File: src/rtl/status_irq_ctrl.sv
// MCU-side status controller: snapshot reads, W1C clear handshake to the monitor,
// and a level/pulse interrupt built from the enabled sticky flags.
module status_irq_ctrl #(
  parameter int PULSE_LEN = 4
) (
  input  logic        HF_CLK,
  input  logic        NRST_sync,
  input  logic [13:0] status,
  input  logic [13:0] irq_en,
  input  logic        irq_mode,
  input  logic        rd_req,
  input  logic        rd_clr,
  input  logic        wr_req,
  input  logic [13:0] wr_mask,
  output logic [13:0] rd_data,
  output logic        rd_valid,
  output logic        status_clr_pulse,
  output logic [13:0] status_clr_mask,
  output logic        busy,
  output logic        req_drop,
  output logic        IRQ
);

  localparam int CW = $clog2(PULSE_LEN + 1);

  typedef enum logic [1:0] {
    IDLE,
    SNAP,
    CLR,
    WAIT
  } state_t;

  state_t          state;
  logic            rd_clr_q;
  logic            pend;
  logic            pend_q;
  logic [CW-1:0]   pulse_cnt;

  // Requests are accepted only in IDLE; anything arriving later is dropped and flagged.
  always_ff @(posedge HF_CLK or negedge NRST_sync) begin
    if (!NRST_sync) begin
      state            <= IDLE;
      rd_clr_q         <= 1'b0;
      rd_data          <= '0;
      rd_valid         <= 1'b0;
      status_clr_pulse <= 1'b0;
      status_clr_mask  <= '0;
      busy             <= 1'b0;
      req_drop         <= 1'b0;
    end else begin
      rd_valid         <= 1'b0;
      status_clr_pulse <= 1'b0;
      case (state)
        IDLE: begin
          if (rd_req) begin
            rd_data  <= status;
            rd_clr_q <= rd_clr;
            rd_valid <= 1'b1;
            busy     <= 1'b1;
            state    <= SNAP;
            if (wr_req) req_drop <= 1'b1;
          end else if (wr_req) begin
            status_clr_mask  <= {1'b0, wr_mask[12:0]};
            status_clr_pulse <= 1'b1;
            busy             <= 1'b1;
            state            <= CLR;
            if (wr_mask[13]) req_drop <= 1'b0;
          end
        end
        SNAP: begin
          if (rd_clr_q) begin
            status_clr_mask  <= {1'b0, rd_data[12:0]};
            status_clr_pulse <= 1'b1;
            state            <= CLR;
          end else begin
            busy  <= 1'b0;
            state <= IDLE;
          end
        end
        CLR: begin
          state <= WAIT;
        end
        WAIT: begin
          busy  <= 1'b0;
          state <= IDLE;
        end
        default: begin
          busy  <= 1'b0;
          state <= IDLE;
        end
      endcase
      if ((state != IDLE) && (rd_req || wr_req)) req_drop <= 1'b1;
    end
  end

  // ENSAMP (bit 13) never contributes; the zero pad keeps every enable bit referenced.
  assign pend = |({1'b0, status[12:0]} & irq_en);

  always_ff @(posedge HF_CLK or negedge NRST_sync) begin
    if (!NRST_sync) begin
      pend_q    <= 1'b0;
      pulse_cnt <= '0;
    end else begin
      pend_q <= pend;
      if (!irq_mode) begin
        pulse_cnt <= '0;
      end else if (pend && !pend_q && (pulse_cnt == '0)) begin
        pulse_cnt <= CW'(PULSE_LEN);
      end else if (pulse_cnt != '0) begin
        pulse_cnt <= pulse_cnt - CW'(1);
      end
    end
  end

  assign IRQ = irq_mode ? (pulse_cnt != '0) : pend_q;

endmodule

File: config.mk
export PLATFORM = sky130hd
export DESIGN_NAME = status_irq_ctrl
export DESIGN_NICKNAME = d
export VERILOG_FILES = /design/src/rtl/status_irq_ctrl.sv
export SDC_FILE = /design/constraint.sdc
export NUM_CORES = 1
export LEC_CHECK = 0
export ABC_CLOCK_PERIOD_IN_PS = 1410
export CAP_MARGIN = 20
export CORE_UTILIZATION = 28
export CTS_CLUSTER_SIZE = 25
export DETAILED_ROUTE_END_ITERATION = 12
export GPL_ROUTABILITY_DRIVEN = 1
export PLACE_DENSITY = 0.66
export RECOVER_POWER = 100
export SYNTH_ARGS = -nofsm -noshare
export SYNTH_HDL_FRONTEND = slang
export SYNTH_SLANG_ARGS = --single-unit
File: constraint.sdc
create_clock -name HF_CLK -period 1.41 [get_ports HF_CLK]
set_input_delay 0.2115 -clock HF_CLK [delete_from_list [all_inputs] [get_ports HF_CLK]]
set_output_delay 0.2115 -clock HF_CLK [all_outputs]
set_load 0.1 [all_outputs]
==> summary.md <==
| Metric | Value |
|---|---|
| Layout cells sized above 1 | 51.5% |
| Clock root buffer | clkbuf_8 |
| Final setup fails | 29 |
| Final WS setup | -0.158 ns |
| Post-synth EDFFs | 0 |
| Mapped Nets | around 200 |
| WL/cell | 16.8 um |
| DRT Pass-1 Iters | 6 |
| Initial Utilization | between 20% and 30% |
| Final Hold Violating Endpoints | 0 |
| Post-synthesis sequential area ratio | 53.7% |
| DRT Wirelength | ~5.7 mm |
| Final period util | 111% |
| RSZ-0062 raised after global routing | true |
| Number of global-route vias before repair | about 1700 |
| Post-Syn Instances | between 150 and 200 |
| Non-filler cells, final | approximately 340 |
| Top FF cell, synth | dfrtp_1 |
| Worst hold slack | around 0.22 ns |
| Worst setup SP type | register |
| Die area | 6650 um2 |
| GPL Wtd Cong | 0.731 |
| Crit end category | primary output |
| Ant diodes | 0 |
| Synth Register Bits | 38 |
| Max-slew violations | 0 |
| Layout Nets | 313 |
| Clock Latency Late Sink | 0.29 ns |
| IO Pins | 81 |
| Hold Path Class | primary input to register |
| Rows | 28 |
| Post-synth ARST share | 100% |
| Worst endpoint data arrival time | around 1.4 ns |
| Initial antenna violation count | 0 |
| Largest net degree at the start of global routing | 21 |
| Crit Path Class | register to primary output |
| Layout Area Growth over Synthesis | 86.4% |
| Max-cap violations | 0 |
| Outcome | complete, but fails checks |
| Via-to-Cell Ratio | approximately 4.8 |
| Placed instance count | ~320 |
| Crit-path leading delay family | flip-flops |
| WP buf/inv | 2 |
| Synth warnings | 0 |
| Fmax | ~0.64 GHz |
| Crit path required time | about 1.2 ns |
| Clock buffer count from CTS | 5 |
| Filler Cells Inserted | around 520 |
| Worst-Margin Slew | approximately 0.50 ns |
| Chip height | 81.5 um |
| Slowest CP cell | dfrtp_1 |
| Slowest stage delay, CP | ~0.37 ns |
| First DRT Iteration DRCs | 37 |
| Max H-tree Level | 2 |
| Min Tclk post-route | roughly 1.6 ns |
| Die Wd | about 80 um |
| Failing checks | setup timing |
| Clk slew on worst S/H paths | around 0.07 ns |
| Crit-path cells | inv_2 > ha_4 > nor2b_4 > a21oi_4 > buf_12 |
| CORE AREA | about 6000 um2 |
| Vias | between 1500 and 2000 |
| Yosys cell types | 31 |
| First-pass GRT wire length | roughly 8.6 mm |
| PortBufs | 78 |
| Clock Tree Buf Depth | 2 |
| DP Wirelength | 3.72 mm |
| Synthesized area | roughly 1800 um2 |
| Worst-path fanout max | 2 |
| GR Overflow Total | 0 |
| Synth Area per Inst | 11.7 um2 |
| Slew margin rel. | roughly 67% |
| GRT Total Usage | 17.7% |
| Drt drc | 0 |
| Skew final | roughly 0.0085 ns |
| TritonCTS clock tree | built |
| Num Clock Sinks | 38 |
| Detail Route Antenna Nets | 0 |
==> cells in the mapped netlist (all sizes together), types with 2 or more instances <==
master,count,area [um2]
o21ai,2,10.0
nand4,2,12.5
and3,4,25.0
nand3,2,10.0
a21oi,18,124
nor2,21,78.8
dfrtp,38,951
a22oi,5,37.5
mux2i,13,130
inv,4,15.0
nand2,4,15.0
mux2,15,173
buf,7,61.3
ha,2,25.0
nor2b,2,12.5
o311ai,2,17.5
==> area by class of cell <==
type | count | area [um2] | area share (%)
Inverter | 4 | 15.0 | 0.455
Sequential cell | 38 | 952 | 28.8
Timing Repair Buffer | 113 | 1120 | 33.8
Clock buffer | 5 | 68.8 | 2.08
Clock inverter | 3 | 40.0 | 1.21
Multi-Input combinational cell | 101 | 1020 | 30.8
Tap cell | 75 | 93.8 | 2.84
==> logic make-up after synthesis <==
logic type	count (synthesis)	synth area share, %
multiplexers	28	17.1
buffers and inverters	12	4.52
AO/OA/AOI/OAI	31	12.4
other	1	0.212
adder cells (fa/ha/maj)	2	1.41
flip-flops	38	53.7
XOR/XNOR	1	0.494
AND/OR/NAND/NOR	38	10.2
==> sequential cells by signal, indices dropped and copies added (netlist names) <==
signal and count:
state 2, status_clr_mask 13, status_clr_pulse 1, pulse_cnt 3, rd_valid 1, rd_data 14
req_drop 1, pend_q 1, rd_clr_q 1, busy 1
==> placed cells by master, fill, tap and decap left out, types with 3 or more instances in the layout <==
master,n
nor2_4,12
a21oi_1,3
clkbuf_8,5
clkbuf_4,31
nand2_1,4
buf_4,17
a22oi_1,5
buf_6,4
mux2i_1,9
nor2_1,7
buf_12,8
mux2_4,15
dfrtp_1,37
a21oi_2,13
clkdlybuf4s50_1,42
==> through the flow <==
stage               instance area [um2]  worst slack, ns  util [%]  TNS, ns
CTS                                3520           -0.162      58.5   -0.987
global placement                   3180           -0.310      52.8    -7.88
finish                             3300           -0.158      54.8    -2.33
floorplan                          1850           -0.191         -   -0.829
global route                       3300           -0.202      54.8    -3.91
detailed placement                 3180           -0.345      52.8    -8.37
==> routing by layer <==
metal / up-vias / part of all wire (%) / global-route usage (%)
met5: - / 0 / 0
met4: 0 / 1.9 / 6.43
met3: 12 / 6.0 / 3.33
met2: 57 / 54 / 32.2
met1: 789 / 38 / 20.5
li1: 753 / - / -
==> repair_timing <==
action | CTS | global route
endpoints found under the setup margin | 20 | 33
gates cloned | 3 | 1
hold endpoints to repair | 18 | 0
pin swaps | 3 | 10
hold buffers | 1 | 0
buffers inserted | 8 | 7
resized for setup | 30 | 52
==> worst paths after layout <==
| path | from | endpoint | slack [ns] | cells past startpoint |
|---|---|---|---|---|
| setup / recovery | pulse_cnt[0] | IRQ | -0.16 | 5 |
| hold / removal | status[7] | rd_data[7] | 0.22 | 2 |
| setup reg to reg | state[0] | status_clr_mask[9] | -0.10 | 6 |
| hold reg to reg | rd_data[13] | rd_data[13] | 0.53 | 1 |
| max in group asynchronous | NRST_sync | state[1] | 0.24 | 3 |
| min in group asynchronous | NRST_sync | status_clr_mask[6] | 0.41 | 2 |
==> worst register-to-register path, stage by stage (launching register included) <==
cell     delay, ns
dfrtp_1       0.39
or3b_4        0.41
a21oi_4       0.22
buf_6         0.17
buf_12        0.14
nor2_4        0.04
a21oi_2       0.09
Power is left out: the tool's default activity adds up to more than one toggle a clock period on the data nets, which glitch-free logic cannot reach.
